`config.mk`:
```
export PLATFORM = sky130hd
export DESIGN_NAME = if_pc_gen
export DESIGN_NICKNAME = d
export VERILOG_FILES = /design/src/rtl/if_pc_gen.sv
export SDC_FILE = /design/constraint.sdc
export NUM_CORES = 1
export LEC_CHECK = 0
export BUFFER_PORTS_ARGS = -buffer_cell sky130_fd_sc_hd__buf_4
export CAP_MARGIN = 20
export CORE_MARGIN = 3
export CORE_UTILIZATION = 45
export DETAILED_ROUTE_END_ITERATION = 8
export PLACE_DENSITY = 0.79
export SLEW_MARGIN = 40
export SYNTH_ARGS = -nofsm -noshare
export SYNTH_HDL_FRONTEND = slang
export SYNTH_SLANG_ARGS = --single-unit
```
`constraint.sdc`:
```
create_clock -name clk -period 2.2 [get_ports clk]
set_input_delay 0.22 -clock clk [delete_from_list [all_inputs] [get_ports clk]]
set_output_delay 0.22 -clock clk [all_outputs]
set_load 0.05 [all_outputs]
```
`src/rtl/if_pc_gen.sv`:
```
// rtl/if_pc_gen.sv - instruction-fetch PC generator with next-PC priority and optional branch predictor
// Optional feature: define IF_BHT_EN to build the 2-bit BHT plus untagged BTB predictor.
module if_pc_gen #(
   parameter logic [31:0] RESET_PC    = 32'h0000_0000,
   parameter int          BHT_ENTRIES = 16
) (
   input  logic        clk,
   input  logic        rst,
   input  logic        stall_in,
   input  logic        ex_redirect,
   input  logic [31:0] ex_target,
   input  logic        ex_is_branch,
   input  logic [31:0] ex_pc,
   input  logic        ex_taken,
   output logic        im_oe,
   output logic [31:0] im_addr,
   output logic [31:0] pc_out,
   output logic [1:0]  sf,
   output logic        pred_taken
);

   typedef enum logic [1:0] {
      S_BOOT = 2'd0,
      S_RUN  = 2'd1,
      S_HOLD = 2'd2
   } state_t;

   state_t      r_state;
   state_t      w_state_nxt;
   logic [31:0] r_pc;
   logic [31:0] w_pc_nxt;
   logic [31:0] w_pc_inc;
   logic [31:0] w_redir_pc;
   logic [31:0] w_seq_pc;
   logic        w_pred;
   logic [31:0] w_pred_pc;
   logic        w_flush;
   logic        w_im_oe;

   // pc+4 wraps naturally at 2^32; the redirect target is forced word aligned
   assign w_pc_inc   = r_pc + 32'd4;
   assign w_redir_pc = {ex_target[31:2], 2'b00};
   assign w_seq_pc   = w_pred ? w_pred_pc : w_pc_inc;

`ifdef IF_BHT_EN
   localparam int IW = $clog2(BHT_ENTRIES);

   logic [1:0]    r_bht_cnt [BHT_ENTRIES];
   logic          r_btb_vld [BHT_ENTRIES];
   logic [29:0]   r_btb_tgt [BHT_ENTRIES];
   logic [IW-1:0] w_rd_idx;
   logic [IW-1:0] w_wr_idx;
   logic          w_unused_bht;

   assign w_rd_idx  = r_pc[IW+1:2];
   assign w_wr_idx  = ex_pc[IW+1:2];
   // Lookup reads the registered arrays, so a same-cycle training write is not yet visible
   assign w_pred    = (r_state != S_BOOT) && r_btb_vld[w_rd_idx] && r_bht_cnt[w_rd_idx][1];
   assign w_pred_pc = {r_btb_tgt[w_rd_idx], 2'b00};
   assign w_unused_bht = ^{ex_pc[31:IW+2], ex_pc[1:0], ex_target[1:0]};

   // Predictor training: saturating counter update, BTB fill on taken branches
   always_ff @(posedge clk) begin
      if (rst) begin
         for (int i = 0; i < BHT_ENTRIES; i++) begin
            r_bht_cnt[i] <= 2'b01;
            r_btb_vld[i] <= 1'b0;
            r_btb_tgt[i] <= 30'd0;
         end
      end else if (ex_is_branch) begin
         if (ex_taken) begin
            if (r_bht_cnt[w_wr_idx] != 2'b11) begin
               r_bht_cnt[w_wr_idx] <= r_bht_cnt[w_wr_idx] + 2'b01;
            end
            r_btb_tgt[w_wr_idx] <= ex_target[31:2];
            r_btb_vld[w_wr_idx] <= 1'b1;
         end else begin
            if (r_bht_cnt[w_wr_idx] != 2'b00) begin
               r_bht_cnt[w_wr_idx] <= r_bht_cnt[w_wr_idx] - 2'b01;
            end
         end
      end
   end
`else
   logic        w_unused_train;
   logic [31:0] w_unused_cfg;

   // Static not-taken: no predictor state, training inputs have no effect
   assign w_pred         = 1'b0;
   assign w_pred_pc      = 32'd0;
   assign w_unused_train = ^{ex_is_branch, ex_pc, ex_taken, ex_target[1:0]};
   assign w_unused_cfg   = BHT_ENTRIES;
`endif

   // Flush on redirect or during the boot cycle; a stall is only reported when not flushing
   assign w_flush = ex_redirect | (r_state == S_BOOT);

   // Next-state and next-PC: redirect beats stall, stall beats sequential/predicted fetch
   always_comb begin
      w_state_nxt = r_state;
      w_pc_nxt    = r_pc;
      w_im_oe     = 1'b1;
      case (r_state)
         S_BOOT: begin
            w_im_oe     = 1'b0;
            w_state_nxt = S_RUN;
         end
         S_RUN, S_HOLD: begin
            if (ex_redirect) begin
               w_pc_nxt    = w_redir_pc;
               w_state_nxt = S_RUN;
            end else if (stall_in) begin
               w_state_nxt = S_HOLD;
            end else begin
               w_pc_nxt    = w_seq_pc;
               w_state_nxt = S_RUN;
            end
         end
         default: begin
            w_im_oe     = 1'b0;
            w_state_nxt = S_BOOT;
         end
      endcase
   end

   // State and PC register; reset overrides every other input
   always_ff @(posedge clk) begin
      if (rst) begin
         r_state <= S_BOOT;
         r_pc    <= RESET_PC;
      end else begin
         r_state <= w_state_nxt;
         r_pc    <= w_pc_nxt;
      end
   end

   assign im_oe      = w_im_oe;
   assign im_addr    = r_pc;
   assign pc_out     = r_pc;
   assign sf         = {stall_in & ~w_flush, w_flush};
   assign pred_taken = w_pred;

endmodule

```
==> results of run 1 <==
-- critical path, stage by stage, from the launching register on --
cell and delay, ps:
dfxtp_1 350, inv_1 50, ha_1 450, a21boi_1 450
nand4_1 180, xor2_1 180, a221oi_1 280
-- per-stage QoR --
stage | area (µm²) | instances | setup WS [ps]
after floorplan | 2410 | 324 | 17.0
after global placement | 3040 | 454 | 260
after detailed placement | 3040 | 454 | 186
after CTS | 3120 | 461 | 167
after global routing | 3120 | 461 | 10.4
final | 3120 | 461 | 157
-- registers in the layout, indices dropped and copies added, names as in the netlist --
signal,cells
r_state,2
im_addr,30
-- logic make-up (layout without fill, tap and decap cells) --
| family | after synthesis | in the layout | synth area share (%) |
|---|---|---|---|
| DFF | 32 | 32 | 26.7 |
| and+or+nand+nor | 143 | 143 | 32.1 |
| xor gates and xnor gates | 1 | 1 | 0.365 |
| buffers and inverters | 61 | 131 | 15.8 |
| adders and majority gates | 3 | 3 | 1.57 |
| AOI/OAI and AO/OA | 72 | 72 | 20.3 |
| muxes | 7 | 7 | 3.03 |
| other | 1 | 5 | 0.156 |
-- layout make-up --
type,count,area [µm²],area share [%]
repair buffers,117,891,28.6
flip-flops and latches,32,643,20.6
well taps,67,83.8,2.69
multi-input cells,231,1390,44.7
clock inverters,1,5.00,0.161
clock buffers,6,72.6,2.33
inverters,7,26.3,0.843
-- cell usage after synthesis (2+ instances only) --
cell type,count,area share [%]
a221oi_1,2,0.73
a31oi_1,5,1.3
nand4_1,11,2.9
o211ai_1,3,0.94
nor4_1,5,1.3
a32o_1,3,1.3
nor3b_1,2,0.63
and2_1,4,1.0
a21oi_1,16,3.3
o22ai_1,3,0.78
nor2_1,28,4.4
clkbuf_1,12,1.9
o21ai_0,13,2.7
nor3_1,10,2.1
or3_1,4,1.0
a41oi_1,2,0.73
buf_4,39,12
a22o_1,3,1.1
mux2i_1,5,2.1
dfxtp_1,32,27
nand2_1,37,5.8
inv_1,7,1.1
o31ai_1,3,0.94
o41ai_1,3,1.1
a22oi_1,2,0.63
a211oi_1,4,1.3
ha_1,3,1.6
and4_1,2,0.73
nand3_1,22,4.6
and3_1,6,1.6
-- power by group through the flow --
stage,Combinational (W),Clock [W],Sequential (W)
after global routing,0.000812,0.000469,0.000697
after global placement,0.000761,0,0.000697
after detailed placement,0.000772,0,0.000701
final,0.000773,0.000445,0.000689
after CTS,0.000774,0.000442,0.000688
after floorplan,0.000431,0,0.000830
-- layer usage --
metal,vias to the layer above,GRT usage (%)
met5,-,0
met4,0,8.42
met1,1284,30.7
li1,1281,-
met2,131,39.7
met3,7,3.85
-- worst max path at each step --
stage                            from          end  slack (ps)  depth (start not counted)
after global routing       r_state[0]  im_addr[17]          10                          6
after CTS                  r_state[1]  im_addr[20]         170                          6
after detailed placement   r_state[1]  im_addr[20]         190                          6
final                      r_state[1]  im_addr[20]         160                          6
after floorplan           im_addr[21]  im_addr[31]          20                          5
after global placement     r_state[0]  im_addr[20]         260                          6
==> reports/metrics.csv, run 1 <==
stage,metric,value,unit
worst_hold_path,hold path startpoint,ex_target[30],
power,Combinational Power Share,40.5,%
detailed_routing,vias,2703,
grt,first-pass GRT wire length,11800,µm
grt,initial antenna violation count,0,
die,Core ar.,0.00494,mm²
logic_synthesis,synthesis-stage register bit count,32,
worst_hold_path,worst min-delay path class,input pin to flip-flop,
detailed_routing,Post-Route WL,7530,µm
clocking,Root Buffer,clkbuf_8,
clocking,Worst-Skew Late Latency,290,ps
timing,RSZ-0062 raised after global routing,no,
cells_and_area,share of layout cells above drive strength 1,34.0,%
die,Ports,138,
timing,hold violation count in the final report,0,
logic_synthesis,Mapped Cells,320,
logic_synthesis,synthesized cell area,0.00240,mm²
power,Clk pwr share,23.3,%
placed_design,routability cong.,0.923,
worst_setup_path,critical path class,flip-flop to flip-flop,
run,Max Cap Viol,0,
detailed_routing,Post-Route M1 WL,3150,µm
clocking,"Reg clk slew, reported paths",70,ps
timing,period utilization,92.9,%
die,die area,0.00624,mm²
detailed_routing,DR top layer,met4,
clocking,# clock sinks,32,
cells_and_area,Final Net Count,467,
die,Initial Util,48.5,%
grt,vias in the first global route,2442,
logic_synthesis,count of cell types in the netlist,59,
clocking,Clock H-tree levels,2,
logic_synthesis,syn avg cell area,7.49,µm²
cells_and_area,post-route core utilization,63.0,%
outcome,status,completed,
placed_design,port bufs,96,
grt,grt ovf,0,
timing,final setup vio count,0,
detailed_routing,average wire per standard cell,16.3,µm
clocking,clk buf depth,2,
worst_setup_path,r2r endpoint,im_addr[20],
timing,Clock Skews,6.70,ps
die,row count,25,
power,cell area power density,612,mW/mm²
detailed_routing,met2 wire length,3640,µm
cells_and_area,"commonest non-fill, non-tap cell in the layout",buf_4,
worst_hold_path,WHS Endpoint,im_addr[30],
cells_and_area,most frequent cells in the layout,"buf_4 (116), nand2_1 (37), dfxtp_1 (30)",
cells_and_area,Fillers,475,
logic_synthesis,ys async rst share,0,%
logic_synthesis,Synth Flop Type,dfxtp_1,
logic_synthesis,register area share after synthesis,26.7,%
die,Die H,79.0,µm
timing,Final min period,2040,ps
power,internal power,0.00109,W
worst_setup_path,Critical Path AT,2240,ps
power,sw frac,42.9,%
clocking,CTS buffer count,5,
logic_synthesis,Synth Warn #,0,
power,Peak VDD IR,0.346,mV
power,sequential power share,36.2,%
timing,Min Hold Slack,118,ps
worst_setup_path,worst-path fanout max,10,
worst_setup_path,Critical R2R Launch,r_state[1],
power,Psw,0.000818,W
clocking,post-cts sizing count,0,
placed_design,dpl hpwl,5550,µm
worst_setup_path,FF-to-FF setup slack,160,ps
clocking,TritonCTS clock tree,built,
logic_synthesis,Post-synth EDFFs,0,
power,Leak,1.36,nW
detailed_routing,Routed met3 length,656,µm
power,total power draw,0.00191,W
worst_setup_path,Critical Path RT,2400,ps
grt,largest net degree at the start of global routing,35,
worst_hold_path,hold depth,3,
clocking,post-CTS setup buffer count,0,
cells_and_area,ANT cells,0,
worst_setup_path,Reg2Reg Depth,6,
detailed_routing,final antenna-violating net count,0,
timing,Fin Setup TNS,0,ps
timing,"Slew Viols, Final",0,
grt,gr usage total,23.7,%
detailed_routing,1st-iter DRT viols,231,
cells_and_area,Area Growth Syn to Fin,30.0,%
clocking,Post-CTS Hold Buffers,0,
timing,fmax,0.490,GHz
worst_setup_path,crit end category,flip-flop,
detailed_routing,DRC,0,
detailed_routing,DRT Pass-1 Iters,4,
detailed_routing,vias per std cell,5.86,
die,Die Wd,79.0,µm
worst_setup_path,Critical Path Source Type,flip-flop,
Note: power is estimated with default switching activity, not from simulation.
==> inputs of run 2 (changes only) <==
--- a/config.mk
+++ b/config.mk
@@ -8,9 +8,9 @@
 export BUFFER_PORTS_ARGS = -buffer_cell sky130_fd_sc_hd__buf_4
 export CAP_MARGIN = 20
 export CORE_MARGIN = 3
-export CORE_UTILIZATION = 45
+export CORE_UTILIZATION = 40
 export DETAILED_ROUTE_END_ITERATION = 8
-export PLACE_DENSITY = 0.79
+export PLACE_DENSITY = 0.74
 export SLEW_MARGIN = 40
 export SYNTH_ARGS = -nofsm -noshare
 export SYNTH_HDL_FRONTEND = slang
==> constraint.sdc (replaced) <==
create_clock -name clk -period 1.8 [get_ports clk]
set_input_delay 0.18 -clock clk [delete_from_list [all_inputs] [get_ports clk]]
set_output_delay 0.18 -clock clk [all_outputs]
set_load 0.05 [all_outputs]
==> reports/metrics.csv, run 2 (synthesis results as in run 1) <==
stage,metric,value,unit,change
worst_setup_path,worst setup path start,im_addr[14],,
power,Peak VDD IR,0.346,mV,+0.11%
cells_and_area,"commonest non-fill, non-tap cell in the layout",buf_4,,
timing,fmax,0.579,GHz,+18%
timing,Final min period,1730,ps,-316 ps
die,die area,0.00696,mm²,+12%
worst_hold_path,worst min-delay path class,input pin to flip-flop,,
grt,vias in the first global route,2458,,+0.66%
timing,RSZ-0062 raised after global routing,yes,,
worst_setup_path,Critical-path top delay cell,or4b_1,,
timing,Fin Setup TNS,0,ps,unchanged
timing,period utilization,95.9,%,+3.1 points
timing,Clock Skews,4.08,ps,-2.62 ps
die,row count,27,,+8.0%
cells_and_area,most frequent cells in the layout,"buf_4 (143), nand2_1 (37), nor2_1 (28)",,
worst_setup_path,crit end category,flip-flop,,
power,Leak,1.54,nW,+14%
die,Initial Util,42.5,%,-6.0 points
power,cell area power density,683,mW/mm²,+12%
cells_and_area,Final Net Count,496,,+6.2%
detailed_routing,vias,2769,,+2.4%
cells_and_area,final std cells w/o fill,496,,+7.6%
worst_setup_path,Critical Path RT,2020,ps,-380 ps
clocking,Root Buffer,clkbuf_8,,
detailed_routing,1st-iter DRT viols,260,,+13%
detailed_routing,final antenna-violating net count,0,,unchanged
worst_hold_path,hold path startpoint,ex_target[30],,
clocking,Post-CTS Hold Buffers,0,,unchanged
worst_setup_path,Critical Path AT,1940,ps,-300 ps
cells_and_area,Largest register FFs,30,,unchanged
placed_design,Placed Cells,473,,+4.2%
detailed_routing,average wire per standard cell,15.8,µm,-3.3%
clocking,CTS buffer count,5,,unchanged
grt,met1 usage,28.6,%,-2.1 points
die,Ports,138,,unchanged
detailed_routing,DRC,0,,unchanged
clocking,# clock sinks,32,,unchanged
grt,first-pass GRT wire length,12300,µm,+3.8%
timing,final setup vio count,0,,unchanged
grt,GRT met3 Usage,5.06,%,+1.2 points
worst_setup_path,"slowest stage delay, CP",550,ps,+100 ps
clocking,clk buf depth,2,,unchanged
grt,gr usage total,21.2,%,-2.5 points
clocking,TritonCTS clock tree,built,,
grt,GR peak layer,met2,,
timing,"Slew Viols, Final",0,,unchanged
clocking,Worst-Skew Late Latency,280,ps,about the same
placed_design,routability cong.,0.888,,-3.8%
die,Core ar.,0.00564,mm²,+14%
grt,largest net degree at the start of global routing,31,,-11%
worst_setup_path,FF-to-FF setup slack,70,ps,-80 ps
placed_design,dpl hpwl,5810,µm,+4.6%
detailed_routing,vias per std cell,5.58,,-4.8%
worst_setup_path,critical path class,flip-flop to flip-flop,,
die,Die H,83.4,µm,+5.6%
worst_setup_path,Critical Path Source Type,flip-flop,,
die,Die Wd,83.4,µm,+5.6%
timing,hold violation count in the final report,0,,unchanged
run,Max Cap Viol,0,,unchanged
cells_and_area,ANT cells,0,,unchanged
cells_and_area,share of layout cells above drive strength 1,45.5,%,+12 points
cells_and_area,post-route core utilization,61.8,%,-1.2 points
detailed_routing,Post-Route WL,7830,µm,+4.0%
outcome,status,completed,,
worst_setup_path,critical path cell sequence,"nand3_4, nor4_4, nand4_1, or4b_1, nand3_1",,
placed_design,port bufs,96,,unchanged
clocking,"Reg clk slew, reported paths",70,ps,about the same
grt,grt ovf,0,,unchanged
grt,met2 GRT Util,33.7,%,-6.0 points
clocking,Clock H-tree levels,2,,unchanged
detailed_routing,DRT Pass-1 Iters,5,,+1
grt,initial antenna violation count,0,,unchanged
worst_setup_path,Critical R2R Launch,im_addr[14],,
cells_and_area,Area Growth Syn to Fin,45.5,%,
worst_setup_path,worst-path fanout max,5,,-5
## run 2: power by group
part / internal [W] / total (W) / switching [W]
registers: 0.000757 / 0.000838 / 0.0000815
logic: 0.000349 / 0.00100 / 0.000655
clock network: 0.000269 / 0.000538 / 0.000269
## run 2: layer usage
| layer | wire length [µm] | part of all wire, % |
|---|---|---|
| met5 | 0 | 0 |
| met1 | 3360 | 43 |
| met4 | 75 | 0.96 |
| met2 | 3790 | 48 |
| met3 | 607 | 7.8 |
## run 2: final cells by class
type	instances	area, µm²
timing repair buffer	146	1110
inverter	7	26.3
multi-input combinational	231	1460
sequential	32	723
fill	520	2150
clock buffer	7	76.3
clock inverter	1	3.75
tap	72	90.1
## run 2: worst paths after layout
kind / cells past startpoint / to
worst min-delay path: 3 / im_addr[30]
worst max-delay path: 5 / im_addr[23]
worst min register to register: 2 / im_addr[16]
worst max register to register: 5 / im_addr[23]
## run 2: repair_timing
action / in CTS / in global routing
cloned: 0 / 0
buffers inserted: 1 / 14
gates resized for setup: 2 / 10
setup endpoints to repair: 3 / 13
pin swaps: 1 / 7
## run 2: per-stage QoR
step	hold slack (ps)	area [µm²]	total power, W	worst slack (ps)
6_report	83.1	3490	0.00238	73.7
5_1_grt	89.2	3490	0.00250	-35.9
4_1_cts	78.2	3330	0.00235	1.45
3_5_place_dp	374	3240	0.00181	-20.4
3_3_place_gp	366	3240	0.00180	23.4
2_1_floorplan	279	2520	0.00155	-26.4
## run 2: worst max-delay path: cells and delay by family, from the launching register on
family,cells,cell delay [ps]
flip-flops,1,380
AND/OR/NAND/NOR,5,1280
